===== src/rtl/pipeline_sub_hs.sv =====
// Pipelined unsigned subtractor with valid/ready flow control, per-stage
// backpressure, bubble collapsing, synchronous flush and an occupancy count.
module pipeline_sub_hs #(
   parameter int WIDTH  = 32,
   parameter int STAGES = 4
) (
   input  logic                         clk,
   input  logic                         rst,
   input  logic                         in_valid,
   output logic                         in_ready,
   input  logic [WIDTH-1:0]             minuend,
   input  logic [WIDTH-1:0]             subtrahend,
   input  logic                         flush,
   output logic                         out_valid,
   input  logic                         out_ready,
   output logic [WIDTH-1:0]             diff,
   output logic                         borrow,
   output logic [$clog2(STAGES+1)-1:0]  occupancy
);

   localparam int unsigned S     = STAGES;
   localparam int          OCC_W = $clog2(STAGES+1);

   logic [STAGES-1:0]             v;
   logic [STAGES-1:0]             v_next;
   logic [STAGES-1:0]             adv;
   logic [STAGES-1:0][WIDTH-1:0]  d;
   logic [STAGES-1:0]             b;
   logic [OCC_W-1:0]              occ_next;
   logic [WIDTH:0]                sub_full;
   logic                          take;
   logic                          room;

   // A stage may advance when some stage below it (towards the output) is
   // empty, or the whole tail is full and the consumer is taking a result.
   always_comb begin
      adv  = '0;
      room = out_ready;
      for (int unsigned i = 0; i < S; i++) begin
         adv[S-1-i] = v[S-1-i] & room;
         room       = ~v[S-1-i] | room;
      end
   end

   assign in_ready = ~flush & (~v[0] | adv[0]);
   assign take     = in_valid & in_ready;
   assign sub_full = {1'b0, minuend} - {1'b0, subtrahend};

   always_comb begin
      v_next    = '0;
      v_next[0] = take | (v[0] & ~adv[0]);
      for (int unsigned i = 1; i < S; i++) begin
         v_next[i] = adv[i-1] | (v[i] & ~adv[i]);
      end
   end

   always_comb begin
      occ_next = '0;
      for (int unsigned i = 0; i < S; i++) begin
         occ_next = occ_next + OCC_W'(v_next[i]);
      end
   end

   always_ff @(posedge clk or posedge rst) begin
      if (rst) begin
         v         <= '0;
         d         <= '0;
         b         <= '0;
         occupancy <= '0;
      end else begin
         v         <= flush ? '0 : v_next;
         occupancy <= flush ? '0 : occ_next;
         if (take) begin
            d[0] <= sub_full[WIDTH-1:0];
            b[0] <= sub_full[WIDTH];
         end
         for (int unsigned i = 1; i < S; i++) begin
            if (adv[i-1]) begin
               d[i] <= d[i-1];
               b[i] <= b[i-1];
            end
         end
      end
   end

   assign out_valid = v[S-1];
   assign diff      = d[S-1];
   assign borrow    = b[S-1];

endmodule


===== config.mk =====
export PLATFORM = sky130hd
export DESIGN_NAME = pipeline_sub_hs
export DESIGN_NICKNAME = d
export VERILOG_FILES = /design/src/rtl/pipeline_sub_hs.sv
export SDC_FILE = /design/constraint.sdc
export NUM_CORES = 1
export LEC_CHECK = 0
export BUFFER_PORTS_ARGS = -buffer_cell sky130_fd_sc_hd__buf_2
export CAP_MARGIN = 10
export CORE_MARGIN = 2
export CORE_UTILIZATION = 58
export DETAILED_ROUTE_END_ITERATION = 7
export PLACE_DENSITY = 0.81
export SYNTH_ARGS = -nofsm -noshare
export SYNTH_HDL_FRONTEND = slang
export SYNTH_SLANG_ARGS = --single-unit

===== constraint.sdc =====
create_clock -name clk -period 5.15 [get_ports clk]
set_clock_uncertainty 0.1 [all_clocks]
set_input_delay 0.515 -clock clk [delete_from_list [all_inputs] [get_ports clk]]
set_output_delay 0.515 -clock clk [all_outputs]
set_load 0.05 [all_outputs]

# Word level (Yosys, flattened, before mapping)
# Cells that the tools add are included.
# op_classes
addsub,4
n_mux,2
n_bitwise,27
# ops
op,n
$sub 32x32->33,1
$and 1x1->1,10
$not 1->1,9
$or 1x1->1,8
$mux 4,1
$add 2x1->3,1
$add 3x1->3,1
$mux 3,1
$add 1x1->2,1
# word_totals
register_bits,139
inputBits,69
out_inout_bits,38

# Depth between registers and ports, before layout
# depth
word_depth,13
ltp_mapped,11
depth_no_buf,10

# Least setup slack after synthesis
# OpenSTA, ideal clock, no wires.
# synth_path
kind,register to register
from,register v[3]
to,register occupancy[1]
setup_time_ns,0.118
arrival_ns,3.569
setup_slack_ns,1.363
path_stages_with_launch,12
path_buffers,2
path_cell_list,dfrtp_1 -> nor2b_1 -> and3_1 -> a21oi_1 -> nand2_1 -> buf_1 -> clkbuf_8 -> nand2_1 -> fa_1 -> ha_1 -> ha_1 -> nor2b_1
# synth_via
elab_chain_len,13
elab_cells_between_ends,27
classes_between,3 x add/sub; 1 x mux; 23 x bitwise
# synth_rtl
item,line_no,text
start: declaration,24,logic [STAGES-1:0] v;
start signal: assignment,71,v <= flush ? '0 : v_next;
$not 1->1,41,room = ~v[S-1-i] | room;
$or 1x1->1 (3 in series),41,
$and 1x1->1,40,adv[S-1-i] = v[S-1-i] & room;
$or 1x1->1,45,assign in_ready = ~flush & (~v[0] | adv[0]);
$and 1x1->1,45,
via in_ready,10,"output logic in_ready,"
$and 1x1->1,46,assign take = in_valid & in_ready;
$or 1x1->1,51,v_next[0] = take | (v[0] & ~adv[0]);
$add 1x1->2,60,occ_next = occ_next + OCC_W'(v_next[i]);
$add 2x1->3,60,
$add 3x1->3,60,
$mux 3,72,occupancy <= flush ? '0 : occ_next;
end signal: assignment,72,
end: declaration,18,output logic [$clog2(STAGES+1)-1:0] occupancy
# The timed path passes the listed nets, and every way through them passes these cells.
# A chain may end at the register's enable or synchronous reset.

# Worst setup path after layout
# layout_path
from,register v[3]
to,register occupancy[1]
# layout_via
elab_chain_len,13
elab_cells_between_ends,27
classes_between,3 x add/sub; 1 x mux; 23 x bitwise
# layout_rtl
item,line_no
$not 1->1,41
$or 1x1->1 (3 in series),41
$and 1x1->1,40
$or 1x1->1,45
$and 1x1->1,45
$and 1x1->1,46
$or 1x1->1,51
$add 1x1->2,60
$add 2x1->3,60
$add 3x1->3 *,60
$mux 3 *,72
# Every way passes the cells marked *; elsewhere a longest branch is shown, timed or not.

==> flow_metrics.tcl <==
set metrics [dict create \
    status "completed" \
    crit_slowest_cell "fa_1" \
    critical-path-max-stage-delay_ps 500 \
    route.antenna.remaining_nets 0 \
    worst-endpoint-arrival_ps 3210 \
    critPathKind "reg -> reg" \
    setup-tns-final_ps 0 \
    max_cap_viol_count 0 \
    core_area_um2 12500 \
    io_buffer_count 106 \
    post_cts_hold_buffer_count 0 \
    sequential_cell_area_fraction_in_the_yosys_report_pct 47.2 \
    drt_iter0_markers 298 \
    yosysWarningCount 0 \
    effective_utilization_at_floorplan_pct 58.9 \
    fmax_ghz 0.334 \
    synth_area_um2 7370 \
    synthesis.nets 791 \
    power.combinational.fraction_pct 30.2 \
    grt_pass1_vias 4934 \
    rows 41 \
    yosysMostFrequentCell "dfrtp_1" \
    wl_final_um 15000 \
    detail_route.vias_per_cell 5.38 \
    max-slew-margin-rel_pct 38.9 \
    leakagePower_nw 4.25 \
    full_die_area_um2 13600 \
    design.final.nets 861 \
    cts_tree "built" \
    synthDistinctLibCells 55 \
    worstSetupEndpointType "flop" \
    cts.path.max_buffers 2 \
    n_antenna_cell 0 \
    post-route-min-period_ps 3000 \
    netlist.top_cell.by_area "dfrtp_1" \
    measured_slew_at_the_worst_slew_check_pin_ps 907 \
    ctsHtreeMaxLevel 4 \
    ys_dominant_reg_cell "dfrtp_1" \
    post_cts_clock_slew_at_the_launch_and_capture_registers_of_the_worst_setup_and_hold_paths_ps 60 \
    grt_first_pass_wirelength_um 24800 \
    drt_pass1_iterations 4 \
    synth-edff-count 0 \
    synth_area_leaders "dfrtp_1 (47%), mux2_2 (15%), ha_1 (5.8%), buf_4 (3.3%), nand2_1 (3.2%)" \
    intPower_mw 2.76 \
    clock_sinks 139 \
    syn_area_per_cell_um2 10.7 \
    pin_count_of_the_biggest_net_entering_global_routing 75 \
    finalWeightedCongestion 0.887 \
    postCtsSetupBuffers 0 \
    instances_no_fill 940 \
    timing.critical_path.cells "nor2b_1 > and3_1 > a21oi_1 > nand2_2 > buf_4 > nand2_1 > fa_1 > ha_1 > ha_1 > nor2b_1" \
    min_period_over_period_pct 58.2 \
    power_switching_share_pct 34.9 \
    synthArstFlopShare_pct 100 \
    post_cts.resized_instances 0 \
    post-synth-top-area-fraction_pct 47.2 \
    critical_path_buf_inv_count 1 \
    synth-seq-cells 139 \
    dr_total_vias 5053 \
    avgRoutedWirePerCell_um 16.0 \
    critical_path.max_fanout 69 \
    finalSetupViolations 0 \
    p_sw_mw 1.48 \
    grt.overflow.total 0 \
    rsz0062_at_grt "false" \
    cts_made_buffers 17 \
    worst_ir_drop_vdd_mv 0.280 \
    p_per_area_nw_per_um2 504 \
    boundaryPins 107 \
    min-delay-path-class "in -> async" \
    dieWidth_um 117 \
    critPathRequiredTime_ps 5360 \
    grt_antenna_before_repair 0 \
    clockRootBuffer "clkbuf_16" \
    post_synth_inst_count 686 \
    dp_cells 909 \
    post_route_cells_drive_above_1_share_pct 32.8 \
    detailed_place_hpwl_um 11100 \
    detail_route.drc_violations 0 \
    clock_latency_ps 420 \
    clock_power_share_pct 30.2 \
    area_growth_syn_to_layout_pct 14.2 \
    ys_top_cells_by_count "dfrtp_1 (139), mux2_2 (99), nand2_1 (63)" \
    chipHeight_um 117 \
    hold_viol 0 \
    grt_use_total_pct 23.6 \
    kind_of_cell_with_the_highest_combined_delay_on_the_critical_path "adder cells" \
    slew_violations 0 \
    sequential_fraction_of_design_power_pct 39.6 \
    timing.critical_path.from_type "flop" \
]
-- cells in the final DEF, fill, tap and decap left out, types with 3 or more instances in the layout --
cell and n:
or2_2 3, o21a_1 6, a211oi_1 3, dfrtp_1 139, a31oi_1 4, clkinv_2 3
bufinv_16 4, nor2_1 23, nand3_1 11, nand4_1 8, o21ai_0 41, xor2_1 11
a21o_1 16, nand2_1 62, and4_1 3, buf_2 106, buf_4 5, ha_1 34
nor2b_1 10, inv_1 39, and2_1 3, mux2_2 99, xnor2_1 11, o31ai_1 7
a31o_2 3, clkbuf_8 3, a21oi_1 37, nand2b_1 8, clkbuf_16 17, nor3_1 7
o21bai_1 3
-- kinds of logic after synthesis --
logic type                 share of synthesized area [%]
and+or+nand+nor                                     9.71
DFF                                                 47.2
AOI/OAI and AO/OA                                   11.7
muxes                                               15.4
buffers and inverters                               7.13
adders and majority gates                           6.31
xor gates and xnor gates                            2.61
-- worst reg2reg max path, delay by kind of cell, from the launching register on --
family | cells | cell delay [ps]
adder cells (fa/ha/maj) | 3 | 990
AND/OR/NAND/NOR | 5 | 840
flip-flops | 1 | 350
buffers and inverters | 1 | 480
AO/OA/AOI/OAI | 1 | 120
-- metal layers --
layer	routed length, µm	part of all wire [%]	vias to the layer above	track usage, %
met3	499	3.3	22	4.05
met1	7360	49	2389	34.6
met2	6950	46	117	35.9
met4	241	1.6	0	7.92
li1	-	-	2525	-
met5	0	0	-	0
-- registers in the layout, indices dropped and copies added (netlist names) --
signal     flops
b              4
d             96
diff          32
occupancy      3
v              4
-- power by group through the flow --
stage	Combinational [mW]	Sequential [mW]	Clock, mW
after floorplan	1.19	1.61	0
after global placement	1.25	1.65	0
after detailed placement	1.27	1.69	0
after CTS	1.29	1.68	1.30
after global routing	1.38	1.72	1.35
final	1.28	1.68	1.28
-- path summary, 6_finish.rpt --
check                           start      endpoint  slack [ps]  cells after the start
max in group asynchronous         rst         d[90]        3440                      3
worst max-delay path             v[3]  occupancy[1]        2150                     10
worst min-delay path              rst          b[3]         170                      2
worst min register to register  d[19]         d[19]         380                      2
worst max register to register   v[3]  occupancy[1]        2150                     10
min in group clk                flush  occupancy[1]         240                      2
-- stage by stage --
stage	power [mW]	setup WS, ps	hold WS [ps]	area, µm²	util [%]
2_1_floorplan	2.80	810	344	7370	-
3_3_place_gp	2.90	1990	362	7780	62.2
6_report	4.24	2150	169	8420	67.3
5_1_grt	4.46	1900	247	8420	67.3
3_5_place_dp	2.96	1920	370	7780	62.2
4_1_cts	4.27	2140	200	8420	67.3
-- area by class of cell --
type	instances	area, µm²
clock buffer	20	467
clock inverter	11	168
fill	947	4100
inverter	40	153
multi-input combinational	447	3370
sequential	139	3480
tap	172	215
timing repair buffer	111	568
Note: power is estimated with default switching activity, not from simulation.
